==> src/rtl/pipe_stage_regs.sv <==
// PC, F/D and D/E pipeline registers applying hazard-unit stall/flush controls; one cycle per stage.
// Optional stall/bubble/flush counters are built only when PIPE_PERF_CNT_EN is defined.
module pipe_stage_regs #(
    parameter logic [31:0] RESET_PC = 32'h0000_0000,
    parameter int          CTRL_W   = 16
) (
    input  logic              clk,
    input  logic              reset,
    input  logic              StallF,
    input  logic              StallD,
    input  logic              FlushD,
    input  logic              FlushE,
    input  logic [31:0]       PCNextF,
    input  logic [31:0]       InstrF,
    input  logic [31:0]       PCPlus4F,
    output logic [31:0]       PCF,
    output logic [31:0]       InstrD,
    output logic [31:0]       PCPlus4D,
    output logic              ValidD,
    input  logic [CTRL_W-1:0] CtrlD,
    input  logic [31:0]       RD1D,
    input  logic [31:0]       RD2D,
    input  logic [31:0]       SignImmD,
    input  logic [4:0]        rsD,
    input  logic [4:0]        rtD,
    input  logic [4:0]        rdD,
    output logic [CTRL_W-1:0] CtrlE,
    output logic [31:0]       RD1E,
    output logic [31:0]       RD2E,
    output logic [31:0]       SignImmE,
    output logic [4:0]        rsE,
    output logic [4:0]        rtE,
    output logic [4:0]        rdE,
    output logic              ValidE,
    output logic [31:0]       StallCnt,
    output logic [31:0]       BubbleCnt,
    output logic [31:0]       FlushDCnt
);

    logic [31:0]       pc_q, pc_d;
    logic [31:0]       instr_d_q, instr_d_d;
    logic [31:0]       pcplus4_d_q, pcplus4_d_d;
    logic              valid_d_q, valid_d_d;
    logic [CTRL_W-1:0] ctrl_e_q, ctrl_e_d;
    logic [31:0]       rd1_e_q, rd1_e_d;
    logic [31:0]       rd2_e_q, rd2_e_d;
    logic [31:0]       imm_e_q, imm_e_d;
    logic [4:0]        rs_e_q, rs_e_d;
    logic [4:0]        rt_e_q, rt_e_d;
    logic [4:0]        rd_e_q, rd_e_d;
    logic              valid_e_q, valid_e_d;

    always_comb begin
        pc_d        = pc_q;
        instr_d_d   = instr_d_q;
        pcplus4_d_d = pcplus4_d_q;
        valid_d_d   = valid_d_q;
        if (!StallF) begin
            pc_d = PCNextF;
        end
        // A stalled D keeps its branch, so a flush is only honoured when D moves.
        if (!StallD) begin
            if (FlushD) begin
                instr_d_d   = 32'h0;
                pcplus4_d_d = 32'h0;
                valid_d_d   = 1'b0;
            end else begin
                instr_d_d   = InstrF;
                pcplus4_d_d = PCPlus4F;
                valid_d_d   = 1'b1;
            end
        end
    end

    always_comb begin
        ctrl_e_d  = CtrlD;
        rd1_e_d   = RD1D;
        rd2_e_d   = RD2D;
        imm_e_d   = SignImmD;
        rs_e_d    = rsD;
        rt_e_d    = rtD;
        rd_e_d    = rdD;
        valid_e_d = valid_d_q;
        // All-zero bubble: no writes, and zero specifiers never match forwarding.
        if (FlushE) begin
            ctrl_e_d  = '0;
            rd1_e_d   = 32'h0;
            rd2_e_d   = 32'h0;
            imm_e_d   = 32'h0;
            rs_e_d    = 5'd0;
            rt_e_d    = 5'd0;
            rd_e_d    = 5'd0;
            valid_e_d = 1'b0;
        end
    end

    always_ff @(posedge clk or posedge reset) begin
        if (reset) begin
            pc_q        <= RESET_PC;
            instr_d_q   <= 32'h0;
            pcplus4_d_q <= 32'h0;
            valid_d_q   <= 1'b0;
            ctrl_e_q    <= '0;
            rd1_e_q     <= 32'h0;
            rd2_e_q     <= 32'h0;
            imm_e_q     <= 32'h0;
            rs_e_q      <= 5'd0;
            rt_e_q      <= 5'd0;
            rd_e_q      <= 5'd0;
            valid_e_q   <= 1'b0;
        end else begin
            pc_q        <= pc_d;
            instr_d_q   <= instr_d_d;
            pcplus4_d_q <= pcplus4_d_d;
            valid_d_q   <= valid_d_d;
            ctrl_e_q    <= ctrl_e_d;
            rd1_e_q     <= rd1_e_d;
            rd2_e_q     <= rd2_e_d;
            imm_e_q     <= imm_e_d;
            rs_e_q      <= rs_e_d;
            rt_e_q      <= rt_e_d;
            rd_e_q      <= rd_e_d;
            valid_e_q   <= valid_e_d;
        end
    end

    assign PCF      = pc_q;
    assign InstrD   = instr_d_q;
    assign PCPlus4D = pcplus4_d_q;
    assign ValidD   = valid_d_q;
    assign CtrlE    = ctrl_e_q;
    assign RD1E     = rd1_e_q;
    assign RD2E     = rd2_e_q;
    assign SignImmE = imm_e_q;
    assign rsE      = rs_e_q;
    assign rtE      = rt_e_q;
    assign rdE      = rd_e_q;
    assign ValidE   = valid_e_q;

`ifdef PIPE_PERF_CNT_EN
    logic [31:0] stall_cnt_q, stall_cnt_d;
    logic [31:0] bubble_cnt_q, bubble_cnt_d;
    logic [31:0] flushd_cnt_q, flushd_cnt_d;

    // Counters stick at all-ones rather than wrapping.
    always_comb begin
        stall_cnt_d  = stall_cnt_q;
        bubble_cnt_d = bubble_cnt_q;
        flushd_cnt_d = flushd_cnt_q;
        if (StallF && (stall_cnt_q != 32'hFFFF_FFFF)) begin
            stall_cnt_d = stall_cnt_q + 32'd1;
        end
        if (FlushE && (bubble_cnt_q != 32'hFFFF_FFFF)) begin
            bubble_cnt_d = bubble_cnt_q + 32'd1;
        end
        if (FlushD && !StallD && (flushd_cnt_q != 32'hFFFF_FFFF)) begin
            flushd_cnt_d = flushd_cnt_q + 32'd1;
        end
    end

    always_ff @(posedge clk or posedge reset) begin
        if (reset) begin
            stall_cnt_q  <= 32'h0;
            bubble_cnt_q <= 32'h0;
            flushd_cnt_q <= 32'h0;
        end else begin
            stall_cnt_q  <= stall_cnt_d;
            bubble_cnt_q <= bubble_cnt_d;
            flushd_cnt_q <= flushd_cnt_d;
        end
    end

    assign StallCnt  = stall_cnt_q;
    assign BubbleCnt = bubble_cnt_q;
    assign FlushDCnt = flushd_cnt_q;
`else
    assign StallCnt  = 32'h0;
    assign BubbleCnt = 32'h0;
    assign FlushDCnt = 32'h0;
`endif

endmodule

==> config.mk <==
export PLATFORM = sky130hd
export DESIGN_NAME = pipe_stage_regs
export DESIGN_NICKNAME = d
export VERILOG_FILES = /design/src/rtl/pipe_stage_regs.sv
export SDC_FILE = /design/constraint.sdc
export NUM_CORES = 1
export LEC_CHECK = 0
export ABC_AREA = 1
export ABC_CLOCK_PERIOD_IN_PS = 24500
export CORE_AREA = 2 2 213 215
export DETAILED_ROUTE_END_ITERATION = 12
export DIE_AREA = 0 0 215 217
export PLACE_DENSITY = 0.52
export SLEW_MARGIN = 25
export SYNTH_ARGS = -nofsm -noshare
export SYNTH_HDL_FRONTEND = slang
export SYNTH_SLANG_ARGS = --single-unit
==> constraint.sdc <==
create_clock -name clk -period 24.5 [get_ports clk]
set_clock_uncertainty 0.2 [all_clocks]
set_input_delay 6.125 -clock clk [delete_from_list [all_inputs] [get_ports clk]]
set_output_delay 6.125 -clock clk [all_outputs]
set_load 0.01 [all_outputs]
After elaboration in Yosys (flattened, before gate mapping)
Cells that the tools add are included.
Widths: inputs -> output; s select.
{ "classes": {"mux": 11} }
{ "op_table": {"columns": ["op", "count"], "rows": [
  ["$mux 32", 5],
  ["$mux 16", 1],
  ["$mux 5", 3],
  ["$mux 1", 2]
]} }
{ "word_totals": {"output_inout_bits": 321, "inputBits": 229, "ff_bits": 225, "wordCells": 23} }

Depth between registers and ports, before layout
Gate-level depths: netlist (run 1).
{ "depth": {"ltp_word": 1, "ltp_mapped": 4, "ltp_nobuf": 3} }

Least setup slack after synthesis (run 1)
OpenSTA, ideal clock, no wires.
{ "synth_timing": {"kind": "input-to-reg", "from": "in StallF", "to": "reg pc_q[10], in the netlist PCF[10]", "setup_slack_ns": 17.579, "arrival_ns": 6.588, "n_path_buf": 2, "setup_time_ns": 0.133, "t_required_ns": 24.167, "stages": 3, "path_cell_list": "buf_2 clkbuf_1 o21ai_0"} }
{ "synth_lines": {"columns": ["item", "line", "text"], "rows": [
  ["from (decl)", "9", "input logic StallF,"],
  ["to (signal assigned)", "112", "pc_q <= pc_d;"],
  ["to (decl)", "40", "logic [31:0] pc_q, pc_d;"]
]} }
No word-level cell between the ends.

==> results of run 1 <==
through the flow:
stage                     hold WS [ns]  utilization  area, µm²  cells
after CTS                        0.280        0.318      14200   1971
after floorplan                  0.313            -       8990    999
after global routing             0.293        0.318      14200   1971
final                            0.272        0.318      14200   1971
after detailed placement         0.264        0.300      13400   1927
after global placement           0.262        0.300      13400   1927
power breakdown:
part / leakage [µW] / switching, µW / total (µW) / internal, µW
sequential: 0.00289 / 10.2 / 406 / 396
combinational: 0.00381 / 64.5 / 145 / 80.6
clock: 0.000397 / 146 / 364 / 218
total: 0.00709 / 221 / 914 / 694
cell families (layout without fill, tap and decap cells):
kind of cell,after synthesis,count (layout),share of synthesized area
buf+inv,291,663,0.174
compound gates,33,33,0.0191
simple gates,354,354,0.155
other cells,1,96,0.000434
flops,225,225,0.652
sequential cells by signal, summed over array words and instances (netlist names):
| name | count |
|---|---|
| ValidE | 1 |
| rdE | 5 |
| PCPlus4D | 32 |
| ValidD | 1 |
| RD2E | 32 |
| PCF | 32 |
| rsE | 5 |
| rtE | 5 |
| RD1E | 32 |
| CtrlE | 16 |
| SignImmE | 32 |
| InstrD | 32 |
worst max-delay path by stage:
stage           from  endpoint  slack, ns  cells after the start
3_3_place_gp   reset  RD1E[23]      15.41                      4
2_1_floorplan  reset  CtrlE[0]      12.01                      1
4_1_cts        reset  RD1E[21]      15.98                      4
5_1_grt        reset  RD1E[21]      15.71                      4
6_report       reset  RD1E[21]      16.14                      4
3_5_place_dp   reset  RD1E[21]      15.39                      4
layer usage:
metal | wire, µm | part of all wire
met4 | 544 | 0.021
met2 | 12100 | 0.47
met5 | 9 | 0.00035
met3 | 2870 | 0.11
met1 | 10400 | 0.40
critical path: cells and delay by family:
family	cells	cell delay, ns
buffers and inverters	4	2.50
cells in the final DEF (no fill, tap or decap):
cell	synthesis	layout
o21ai_0	33	33
nand2_1	225	225
clkbuf_8	0	6
clkbuf_1	4	8
clkinv_2	0	3
nor2_1	128	128
clkbuf_16	0	27
clkdlybuf4s50_1	0	450
buf_4	101	6
inv_1	161	160
buf_2	25	2
inv_8	0	1
dfrtp_1	225	225
nor2_4	1	1
conb_1	1	96
final cells by class:
cell class                 count  share of cell area
clock buffer                  41              0.0554
clock inverter                 3             0.00106
inverter                     161              0.0430
multi-input combinational    483               0.131
sequential                   225               0.396
tap                          600              0.0528
timing repair buffer         458               0.321
==> impl_metrics.env, run 1 <==
export IMPL_timing_fmax_mhz=120
export IMPL_ys_seq_area_frac=0.652
export IMPL_fill_cells=4720
export IMPL_track_usage=0.106
export IMPL_die_y_um=217
export IMPL_end_kind="asynchronous set/reset pin"
export IMPL_fin_tns_setup_ns=0
export IMPL_finalSetupViolations=0
export IMPL_rsz0062_at_grt="no"
export IMPL_grt_antenna_before_repair=1
export IMPL_critPathSlowestCell="buf_4"
export IMPL_antenna_cells=0
export IMPL_cts_clk_slew_worst_paths_ns=0.05
export IMPL_startpoint_type="primary input"
export IMPL_wl_mm=25.9
export IMPL_maxSlewViolCount=0
export IMPL_rows=78
export IMPL_max_slew_margin=0.382
export IMPL_fin_nets=1584
export IMPL_synth_top_cell_by_area="dfrtp_1"
export IMPL_ir_drop_mv=0.0448
export IMPL_rrSetupSlack_ns=23.58
export IMPL_ys_seq_elements=225
export IMPL_cts_resized=0
export IMPL_crit_path_cell_trace="clkdlybuf4s50_1 > inv_8 > buf_4 > buf_4"
export IMPL_cts_setup_buffers=0
export IMPL_dp_hpwl_mm=19.1
export IMPL_multi_input_area_um2=1860
export IMPL_grt_pass1_vias=6773
export IMPL_die_w_um=215
export IMPL_grt_max_degree=104
export IMPL_drive_gt1_frac=0.0336
export IMPL_hold_start="InstrD[28]"
export IMPL_htree_levels=1
export IMPL_ys_warnings_count=0
export IMPL_drc=0
export IMPL_layout_setup_ws_ns=16.14
export IMPL_worstMarginPinSlew_ns=0.926
export IMPL_powerDensity_nw_per_um2=64.3
export IMPL_hold_viol_final=0
export IMPL_cts_root_buffer="clkbuf_16"
export IMPL_place_congestion=0.785
export IMPL_path_max_fanout=103
export IMPL_syn_inst=904
export IMPL_r2r_cells=2
export IMPL_grt_most_used_layer="met2"
export IMPL_met1_usage=0.127
export IMPL_required_ns=24.89
export IMPL_hold_buffers=0
export IMPL_syn_avg_cell_area_um2=9.56
export IMPL_finalPower_uw=914
export IMPL_drt_iter0_drc=280
export IMPL_synth_area_leaders="dfrtp_1 (65%), nand2_1 (9.8%), buf_4 (8.8%)"
export IMPL_cp_arrival_ns=8.75
export IMPL_grt_ovfl_total=0
export IMPL_netlist_area_leader_share=0.652
export IMPL_tritoncts="done"
export IMPL_ys_top_cells_by_count="dfrtp_1 (225), nand2_1 (225), inv_1 (161)"
export IMPL_async_flop_share=1.00
export IMPL_use_met2=0.177
export IMPL_synth_distinct_cells=10
export IMPL_register_area_um2=5630
export IMPL_path_class="primary input to asynchronous set/reset pin"
export IMPL_start_util=0.193
export IMPL_cts_buffers=26
export IMPL_io_buffer_count=453
export IMPL_grt_pass1_wl_mm=39.3
export IMPL_hold_class="flop to flop"
export IMPL_cp_common_cell="buf_4"
export IMPL_slowest_delay_ns=0.79
export IMPL_firstDrtPassIters=5
export IMPL_dp_slack_ns=15.39
export IMPL_clock_sinks=225
export IMPL_p_leak_uw=0.00709
export IMPL_syn_area_um2=8640
export IMPL_reg2reg_from="PCF[8]"
export IMPL_core_um2=44700
export IMPL_dieArea_um2=46700
export IMPL_area_growth_pct=64.6
export IMPL_holdPathEnd="InstrD[28]"
export IMPL_rr_endpoint="PCF[8]"
export IMPL_period_needed_ns=8.36
export IMPL_clock_path_buffers=3
export IMPL_synthFlopType="dfrtp_1"
export IMPL_period_share=0.341
export IMPL_status="completed"
export IMPL_synth_enable_flop_cells=0
export IMPL_cap_violations=0
export IMPL_wl_per_cell_um=13.1
export IMPL_io_pin_count=550
export IMPL_postRouteAntennaNets=0
export IMPL_met3_usage=0.0418
export IMPL_hold_path_depth=2
export IMPL_clock_latency_ns=0.53
export IMPL_routed_via_count=6841
export IMPL_via_per_inst=3.47
Power figures use the tool's default switching activity.
==> run 2, diff against run 1 <==
ABC_CLOCK_PERIOD_IN_PS = 7200   (was 24500)
CORE_AREA = 2 2 215 217   (was 2 2 213 215)
DIE_AREA = 0 0 217 219   (was 0 0 215 217)
PLACE_DENSITY = 0.53   (was 0.52)
clock period = 7.2 ns   (was 24.5 ns; I/O delays follow)
==> run 2 against run 1 <==
  * First-iteration DRC count rose by 7.9%
  * Total power rose to 3.5 times the previous value
  * Cell count rose by 0.25%
  * Sequential cell count did not move
  * Sequential power rose to 3.4 times the previous value
  * Critical endpoint is now ValidD
  * Largest power group unchanged
==> impl_metrics.env, run 2 (synthesis results as in run 1) <==
export IMPL_status="completed"
export IMPL_end_kind="output pin"
export IMPL_cts_clk_slew_worst_paths_ns=0.06
export IMPL_whs_ns=0.277
export IMPL_tritoncts="done"
export IMPL_rows=78
export IMPL_wl_mm=26.2
export IMPL_hold_start="PCPlus4D[23]"
export IMPL_core_um2=45100
export IMPL_die_w_um=217
export IMPL_timing_fmax_mhz=286
export IMPL_grt_pass1_vias=6984
export IMPL_io_buffer_count=453
export IMPL_htree_levels=1
export IMPL_dieArea_um2=47500
export IMPL_clock_sinks=225
export IMPL_required_ns=5.20
export IMPL_postRouteAntennaNets=0
export IMPL_rsz0062_at_grt="no"
export IMPL_hold_buffers=0
export IMPL_path_buf_inv=1
export IMPL_path_max_fanout=3
export IMPL_rr_endpoint="ValidD"
export IMPL_routed_via_count=6951
export IMPL_drive_gt1_frac=0.0364
export IMPL_cap_violations=0
export IMPL_cts_resized=0
export IMPL_final_common_cell="clkdlybuf4s50_1"
export IMPL_cts_setup_buffers=0
export IMPL_grt_antenna_before_repair=1
export IMPL_track_usage=0.104
export IMPL_period_needed_ns=3.50
export IMPL_hold_path_depth=2
export IMPL_grt_max_degree=145
export IMPL_io_pin_count=550
export IMPL_fill_cells=4780
export IMPL_cp_depth=1
export IMPL_reg2reg_from="ValidD"
export IMPL_critPathSlowestCell="clkdlybuf4s50_1"
export IMPL_p_leak_uw=0.00713
export IMPL_startpoint_type="flop"
export IMPL_grt_pass1_wl_mm=39.0
export IMPL_firstDrtPassIters=4
export IMPL_max_slew_margin=0.371
export IMPL_maxSlewViolCount=0
export IMPL_powerDensity_nw_per_um2=226
export IMPL_layout_common_cells="clkdlybuf4s50_1 (450), dfrtp_1 (225), nand2_1 (225)"
export IMPL_die_y_um=219
export IMPL_grt_ovfl_total=0
export IMPL_drt_iter0_drc=302
export IMPL_period_share=0.486
export IMPL_crit_path_cell_trace="clkdlybuf4s50_1"
export IMPL_start_util=0.192
export IMPL_worstMarginPinSlew_ns=0.944
export IMPL_place_congestion=0.788
export IMPL_path_class="flop to output pin"
export IMPL_cpLargestDelayFamily="buffers and inverters"
export IMPL_fin_tns_setup_ns=0
export IMPL_wl_per_cell_um=13.2
export IMPL_dp_hpwl_mm=19.4
export IMPL_hold_viol_final=0
export IMPL_via_per_inst=3.52
export IMPL_rrSetupSlack_ns=6.28
export IMPL_r2r_cells=2
export IMPL_finalSetupViolations=0
export IMPL_cp_arrival_ns=1.50
export IMPL_area_growth_pct=65.7
export IMPL_fin_nets=1585
export IMPL_cts_root_buffer="clkbuf_16"
export IMPL_slowest_delay_ns=0.56
export IMPL_clock_path_buffers=3
export IMPL_clock_latency_ns=0.52
export IMPL_holdPathEnd="PCPlus4D[23]"
export IMPL_hold_class="flop to flop"
export IMPL_cts_buffers=27
export IMPL_ir_drop_mv=0.140
export IMPL_drc=0
==> run 2: cell types whose count changed in the layout (fill, tap and decap cells not counted), sizes merged <==
| cell | delta |
|---|---|
| bufinv | +3 |
| clkbuf | -2 |
| clkinv | +2 |
| clkinvlp | +1 |
| diode | +1 |
==> run 2: how the worst max path moves through the flow <==
stage | from | to | slack, ns
after floorplan | reset | CtrlE[0] | 2.26
after global placement | reset | rdE[0] | 3.54
after detailed placement | reset | SignImmE[1] | 3.55
after CTS | ValidD | ValidD | 3.63
after global routing | ValidD | ValidD | 3.63
final | ValidD | ValidD | 3.70
==> run 2: report_power, final <==
| part | switching (µW) | internal [µW] | leakage [µW] |
|---|---|---|---|
| combinational | 220 | 275 | 0.00381 |
| sequential | 35.3 | 1350 | 0.00289 |
| clock | 524 | 836 | 0.000437 |
| total | 779 | 2460 | 0.00713 |
==> run 2: area by class of cell <==
type	count	area [µm²]	share of cell area
Sequential cell	225	5630	0.393
Timing Repair Buffer	458	4570	0.319
Multi-Input combinational cell	483	1860	0.130
Inverter	161	608	0.0425
Clock inverter	9	124	0.00866
Antenna cell	1	2.50	0.000175
Clock buffer	39	761	0.0532
Tap cell	600	751	0.0525
==> run 2: tightest hold or removal path: cells and delay by family (launching register included) <==
| kind | cells | cell delay [ns] |
|---|---|---|
| simple gates | 2 | 0.10 |
| flops | 1 | 0.34 |
==> run 2: layer usage <==
| layer | global-route usage | vias up | wire length (µm) |
|---|---|---|---|
| li1 | - | 3298 | - |
| met1 | 0.118 | 3245 | 9940 |
| met2 | 0.179 | 362 | 12400 |
| met3 | 0.0399 | 46 | 3010 |
| met4 | 0.0363 | 0 | 789 |
| met5 | 0 | - | 0 |
==> run 2: per-stage QoR <==
step           power, µW  utilization  std cells  cell area [µm²]  setup WS (ns)
3_3_place_gp        1900        0.298       1927            13400           3.54
3_5_place_dp        1910        0.298       1927            13400           3.55
2_1_floorplan       1610            -        999             9000           2.26
6_report            3240        0.317       1976            14300           3.70
4_1_cts             3300        0.317       1975            14300           3.63
5_1_grt             3400        0.317       1975            14300           3.63
==> run 3, diff against run 2 <==
ABC_CLOCK_PERIOD_IN_PS = 3600   (was 7200)
PLACE_DENSITY = 0.52   (was 0.53)
clock period = 3.6 ns   (was 7.2 ns; I/O delays follow)
==> run 3 against run 2 <==
  * Count of clock-buffer cells in the layout unchanged
  * Register-to-register slack worse by 3.6 ns
  * Cell area up 0.41%
  * Largest power group unchanged
  * Via count down 1.4%
  * Global-route usage up 0.42 points
  * Highest routed layer is now met5
  * Sequential share of layout area down 0.16 points
  * Total power up 100%
  * Worst hold slack about the same
  * Die area unchanged
  * Critical path depth unchanged
  * Combinational power up 100%
==> impl_metrics.env, run 3 (synthesis results as in run 1) <==
export IMPL_grt_max_degree=129
export IMPL_clock_sinks=225
export IMPL_via_per_inst=3.47
export IMPL_firstDrtPassIters=5
export IMPL_start_util=0.192
export IMPL_status="completed"
export IMPL_area_growth_pct=66.3
export IMPL_io_buffer_count=453
export IMPL_tritoncts="done"
export IMPL_cap_violations=0
export IMPL_cts_root_buffer="clkbuf_16"
export IMPL_path_class="flop to output pin"
export IMPL_clock_path_buffers=3
export IMPL_wl_mm=26.9
export IMPL_startpoint="InstrD[26]"
export IMPL_drc=0
export IMPL_cts_clk_slew_worst_paths_ns=0.05
export IMPL_rsz0062_at_grt="no"
export IMPL_required_ns=2.50
export IMPL_max_slew_margin=0.380
export IMPL_slowest_delay_ns=0.68
export IMPL_cp_arrival_ns=1.56
export IMPL_maxSlewViolCount=0
export IMPL_reg2reg_from="ValidD"
export IMPL_wl_per_cell_um=13.6
export IMPL_final_common_cell="clkdlybuf4s50_1"
export IMPL_hold_buffers=0
export IMPL_drt_iter0_drc=309
export IMPL_dieArea_um2=47500
export IMPL_die_y_um=219
export IMPL_dp_hpwl_mm=20.0
export IMPL_clock_latency_ns=0.53
export IMPL_worstMarginPinSlew_ns=0.930
export IMPL_hold_start="PCPlus4D[25]"
export IMPL_path_buf_inv=1
export IMPL_layout_common_cells="clkdlybuf4s50_1 (450), dfrtp_1 (225), nand2_1 (225)"
export IMPL_postRouteAntennaNets=0
export IMPL_finalSetupViolations=0
export IMPL_cpLargestDelayFamily="buffers and inverters"
export IMPL_cts_resized=0
export IMPL_startpoint_type="flop"
export IMPL_ir_drop_mv=0.280
export IMPL_hold_viol_final=0
export IMPL_p_leak_uw=0.00716
export IMPL_rrSetupSlack_ns=2.68
export IMPL_fill_cells=4668
export IMPL_rows=78
export IMPL_grt_antenna_before_repair=3
export IMPL_die_w_um=217
export IMPL_path_max_fanout=2
export IMPL_stdcell_area_um2=14400
export IMPL_crit_path_cell_trace="clkdlybuf4s50_1"
export IMPL_powerDensity_nw_per_um2=453
export IMPL_drive_gt1_frac=0.0407
export IMPL_htree_levels=1
export IMPL_critPathSlowestCell="clkdlybuf4s50_1"
export IMPL_end_kind="output pin"
export IMPL_cts_setup_buffers=0
export IMPL_hold_class="flop to flop"
export IMPL_cts_buffers=27
export IMPL_grt_pass1_wl_mm=40.3
export IMPL_antenna_cells=0
export IMPL_period_needed_ns=2.66
export IMPL_grt_pass1_vias=7065
export IMPL_io_pin_count=550
export IMPL_place_congestion=0.802
export IMPL_timing_fmax_mhz=376
export IMPL_core_um2=45100
export IMPL_placed_area_um2=13500
export IMPL_track_usage=0.108
export IMPL_fin_nets=1587
export IMPL_finalPower_uw=6500
export IMPL_period_share=0.739
export IMPL_grt_ovfl_total=0
export IMPL_whs_ns=0.277
export IMPL_routed_via_count=6855
## run 3: cell count changes in the layout (fill, tap and decap cells not counted)
cell        before  now
inv_6            1    2
clkinv_2         5    4
clkbuf_8         4    8
clkbuf_1         8    4
buf_12           1    3
diode_2          1    0
bufinv_16        3    2
clkinvlp_4       1    2
## run 3: power breakdown
| part | internal [µW] | switching (µW) |
|---|---|---|
| sequential | 2690 | 68.7 |
| clock | 1680 | 1070 |
| combinational | 554 | 444 |
## run 3: cell type report
class,count,area [µm²],area share
clock inverters,9,105,0.00731
multi-input cells,483,1860,0.130
inverters,161,608,0.0423
well taps,600,751,0.0522
flip-flops and latches,225,5630,0.392
clock buffers,39,801,0.0557
repair buffers,460,4610,0.321
## run 3: metrics by stage
step                      TNS, ns  utilization  cells  setup slack [ns]
after floorplan            -98.55            -    999            -0.438
after global placement          0        0.299   1929              1.30
after detailed placement        0        0.299   1929              1.24
after CTS                       0        0.319   1977             0.869
after global routing            0        0.319   1977             0.872
final                           0        0.319   1977             0.940
## run 3: metal layers
metal / routed length (µm) / GRT usage
met1: 9950 / 0.120
met2: 13100 / 0.187
met3: 3250 / 0.0468
met4: 590 / 0.0322
met5: 39 / 0
## run 3: path summary, 6_finish.rpt
kind                       cells after the start      endpoint
max in group asynchronous                      3    InstrD[19]
max                                            1    InstrD[26]
max reg2reg                                    2        ValidD
min in group asynchronous                      3       PCF[26]
min reg2reg                                    2  PCPlus4D[25]
min                                            2  PCPlus4D[25]
## run 3: worst reg2reg max path: stages, from the launching register on
cell	delay, ns
dfrtp_1	0.43
nand2_1	0.08
o21ai_0	0.08
==> patch 1 (flow settings as in run 3) <==
The option `PIPE_PERF_CNT_EN` is turned on by a define.
--- a/src/rtl/pipe_stage_regs.sv
+++ b/src/rtl/pipe_stage_regs.sv
@@ -2,2 +2,4 @@
 // Optional stall/bubble/flush counters are built only when PIPE_PERF_CNT_EN is defined.
+`define PIPE_PERF_CNT_EN
+
 module pipe_stage_regs #(
Formal check against the unedited RTL: not equivalent (a bounded check fails within 4 cycles, from zero or initial values and one cycle with reset high).
==> patch 1 against run 3 <==
- area after synthesis grew 67%
- cell area rose by 52%
- sequential cell count is 96 higher
- clock power is 44% higher
- sequential share of layout area decreased by 2.3 points
- worst setup slack lost 0.096 ns
- hold slack lost 0.00059 ns
- total power rose by 45%
- routed wire length rose by 96%
- cell count is 50% higher
- global-route usage grew 11 points
==> patch 1: results (changes against run 3) <==
| Metric | Value |
|---|---|
| Status | `finished, final reports clean` |
| Setup bufs post-CTS | `0 (unchanged)` |
| Synth area leaders | `dfrtp_1 56%, nand2_1 17%, nor2_1 7.5%` |
| Worst setup path startpoint | `FlushDCnt[26]` |
| Number of synthesized flops with an enable pin | `0 (unchanged)` |
| First-pass GRT wire length | `79.41 mm (+97%)` |
| Family with the most delay on the worst path | `buffers and inverters` |
| Last element of the critical path | `FlushDCnt[26]` |
| FF-to-FF setup slack | `0.97 ns (-1.71 ns)` |
| Synth warn | `0 (unchanged)` |
| CTS resizes | `0 (unchanged)` |
| Hpwl dp | `40.30 mm (+100%)` |
| Post-synthesis mux area share | `0.02505 (+0.02505)` |
| Final nets | `2565 (+62%)` |
| Post-Synth XOR/XNOR Area | `0.02131 (+0.02131)` |
| CTS clock-pin slew for the worst setup and hold paths | `0.05 ns (about the same)` |
| Initial antenna violation count | `10 (+7)` |
| IO buf count | `549 (+21%)` |
| Final GP Congestion | `0.8885 (+11%)` |
| Gr usage total | `0.2202 (+0.1119)` |
| Pin count of the biggest net entering global routing | `120 (-7.0%)` |
| Lkg Pwr | `0.01021 uW (+43%)` |
| Post-synth cell types | `27 (+17)` |
| CP Class | `register to primary output` |
| # H-tree levels | `2 (+1)` |
| Worst R2R End | `FlushDCnt[13]` |
| Worst Hold Class | `register to register` |
| DRT Pass-1 Iters | `6 (+1)` |
| Max incr delay on CP | `0.60 ns (-0.08 ns)` |
| Commonest cells in the netlist | `651 x nand2_1, 321 x dfrtp_1, 287 x nor2_1` |
| Clk Latency, worst-skew pair | `0.55 ns (+0.02 ns)` |
| Adder-cell share of the synthesized area | `0.002609 (+0.002609)` |
| Maximum VDD drop | `354.8 uV (+27%)` |
| Hold_sp | `PCPlus4D[24]` |
| Min-Delay Path Depth | `2 (unchanged)` |
| Critical Path AT | `1.66 ns (+0.10 ns)` |
| CTS Buf Count | `40 (+48%)` |
| Reg2Reg Depth | `10 (+8)` |
| DRT iter0 DRCs | `1000 (+220%)` |
| Clock root cell | `clkbuf_16` |
| Reg2Reg Launch Point | `FlushDCnt[1]` |
| Share of layout cells above drive strength 1 | `0.05803 (+0.01736)` |
| CTS max path bufs | `3 (unchanged)` |
| Crit path max-delay cell type | `clkdlybuf4s50_1` |
| Synthesized Nets | `2016` |
| WL/cell | `17.81 um (+31%)` |
| Register area share after synthesis | `0.5584 (-0.09339)` |
| Fraction of registers with async set/reset | `1.000 (unchanged)` |
| Synth Area in Compound Gates | `0.006610 (-0.01251)` |
| Routed vias | `13080 (+91%)` |
| Hold EP | `PCPlus4D[24]` |
| Worst slew pin tran | `0.7376 ns (-0.1924 ns)` |
| Worst-path maximum fanout | `7 (+5)` |
==> patch 1: kinds of logic (layout without fill, tap and decap cells) <==
kind of cell | count (synthesis) | in the layout
simple gates | 1104 | 1104
buf+inv | 271 | 848
compound gates | 18 | 18
mux | 32 | 32
other cells | 0 | 4
flops | 321 | 321
fa+ha+maj | 3 | 3
xor+xnor | 35 | 35
==> patch 1: report_power, final <==
group / total, uW / switching [uW] / internal [uW]
clock network: 3950 / 1590 / 2370
registers: 4050 / 208 / 3840
logic: 1440 / 652 / 790
total: 9450 / 2450 / 7000
==> patch 1: through the flow <==
step / instance area (sq um) / instances / total power [uW] / setup slack [ns] / hold slack, ns
6_report: 21780 / 2965 / 9448 / 0.8435 / 0.2765
5_1_grt: 21770 / 2963 / 9875 / 0.7153 / 0.2922
4_1_cts: 21770 / 2961 / 9595 / 0.7961 / 0.2802
3_5_place_dp: 20480 / 2891 / 5576 / 0.5986 / 0.2637
3_3_place_gp: 20480 / 2891 / 5566 / 0.6966 / 0.2612
2_1_floorplan: 14390 / 1784 / 4632 / -1.781 / 0.3141
==> patch 1: area by class of cell <==
type	count	area (sq um)
Multi-Input combinational cell	1192	5249
Antenna cell	4	10.01
Tap cell	600	750.7
Timing Repair Buffer	561	5628
Clock inverter	10	86.33
Clock buffer	60	1197
Inverter	217	823.3
Fill cell	4428	23310
Sequential cell	321	8033
==> patch 1: per-layer routing <==
| layer | track usage | vias to the layer above | wire [um] |
|---|---|---|---|
| met3 | 0.07734 | 100 | 4827 |
| met4 | 0.08653 | 12 | 1861 |
| met2 | 0.3518 | 437 | 24500 |
| li1 | - | 6475 | - |
| met1 | 0.2726 | 6056 | 21550 |
| met5 | 0 | - | 76 |
==> patch 2 (settings of run 3) <==
Without the edit above. `instr_d_q` and `imm_e_q` no longer have a reset.
--- a/src/rtl/pipe_stage_regs.sv
+++ b/src/rtl/pipe_stage_regs.sv
@@ -99,3 +99,2 @@
             pc_q        <= RESET_PC;
-            instr_d_q   <= 32'h0;
             pcplus4_d_q <= 32'h0;
@@ -105,3 +104,2 @@
             rd2_e_q     <= 32'h0;
-            imm_e_q     <= 32'h0;
             rs_e_q      <= 5'd0;
@@ -112,3 +110,2 @@
             pc_q        <= pc_d;
-            instr_d_q   <= instr_d_d;
             pcplus4_d_q <= pcplus4_d_d;
@@ -118,3 +115,2 @@
             rd2_e_q     <= rd2_e_d;
-            imm_e_q     <= imm_e_d;
             rs_e_q      <= rs_e_d;
@@ -124,2 +120,7 @@
         end
+    end
+
+    always_ff @(posedge clk) begin
+        instr_d_q <= instr_d_d;
+        imm_e_q   <= imm_e_d;
     end
Formal check against the unedited RTL: not equivalent (Yosys sat finds a counterexample within 4 cycles, from zero or initial values and one cycle with reset high).
==> patch 2 against run 3 <==
- die area did not move
- cell area up 0.18%
- worst setup slack gained 0.0077 ns
- area after synthesis decreased by 1.1%
- routed wire length down 0.68%
- non-clock buffer count rose by 4
- total power increased by 3.6%
- sequential cell count did not move
- global-route usage decreased by 0.36 points
- sequential power is 1% higher
==> patch 2: results (changes against run 3) <==
| Metric | Value |
|---|---|
| Maximum VDD drop | `267.9 uV (-4.2%)` |
| Sw Pwr | `1588 uW (+0.56%)` |
| DRT Pass-1 Iters | `6 (+1)` |
| Worst-path maximum fanout | `3 (+1)` |
| CTS Buf Count | `28 (+3.7%)` |
| Routed vias | `6745 (-1.6%)` |
| DRT iter0 DRCs | `280 (-9.4%)` |
| FF-to-FF setup slack | `2.67 ns (about the same)` |
| Non-clk bufs | `464 (+0.87%)` |
| Status | `finished, final reports clean` |
| Hold_ws | `0.2754 ns (-0.001676 ns)` |
| Clock Power | `2950 uW (+7.7%)` |
| Share of layout cells above drive strength 1 | `0.04284 (+0.002168)` |
| Number of synthesized flops with an enable pin | `32 (+32)` |
| Commonest cells in the netlist | `194 x inv_1, 161 x dfrtp_1, 160 x nor2_1` |
| Multi-input gate share of total cell area | `0.1133 (-0.01632)` |
| Reg2Reg Launch Point | `PCF[30]` |
| Hold_sp | `PCPlus4D[20]` |
| Area delta synth->final | `68.55%` |
| Via density per instance | `3.450 (-0.50%)` |
| Initial antenna violation count | `5 (+2)` |
| Routed WL | `26.76 mm (-0.68%)` |
| Register area share after synthesis | `0.6592 (+0.007448)` |
| Slew headroom | `0.3819 (+0.001870)` |
| Average size of a mapped cell | `9.806 sq um (+2.6%)` |
| NonClk Buf Share | `0.3237 (+0.002717)` |
| Fin worst setup slack | `0.9474 ns (+0.007735 ns)` |
| Last element of the critical path | `ValidD` |
| Number of global-route vias before repair | `6763 (-4.3%)` |
| Sw Share | `0.2357 (-0.007040)` |
| Lkg Pwr | `0.006950 uW (-2.9%)` |
patch 2: cell count changes in the layout (fill, tap and decap cells not counted), sizes merged, moves of 32 or more:
| cell | run 3 | this run |
|---|---|---|
| nor2 | 129 | 161 |
| edfxtp | 0 | 32 |
| dfrtp | 225 | 161 |
| inv | 162 | 194 |
| dfxtp | 0 | 32 |
| nand2 | 225 | 129 |
patch 2: kinds of logic after synthesis:
| kind of cell | share of synthesized area |
|---|---|
| other | 0.0004391 |
| AOI/OAI and AO/OA | 0.01934 |
| and+or+nand+nor | 0.1294 |
| buffers and inverters | 0.1916 |
| DFF | 0.6592 |
patch 2: routing by layer:
layer	vias up	GRT usage	routed length (um)
met5	-	0	47
met4	8	0.02489	615
met3	43	0.05253	3299
met2	372	0.1834	12810
met1	3102	0.1124	9982
li1	3220	-	-
patch 2: worst register-to-register path: cells and delay by family, from the launching register on:
kind / cells / cell delay [ns]
compound gates: 1 / 0.09
flops: 1 / 0.40
simple gates: 1 / 0.07
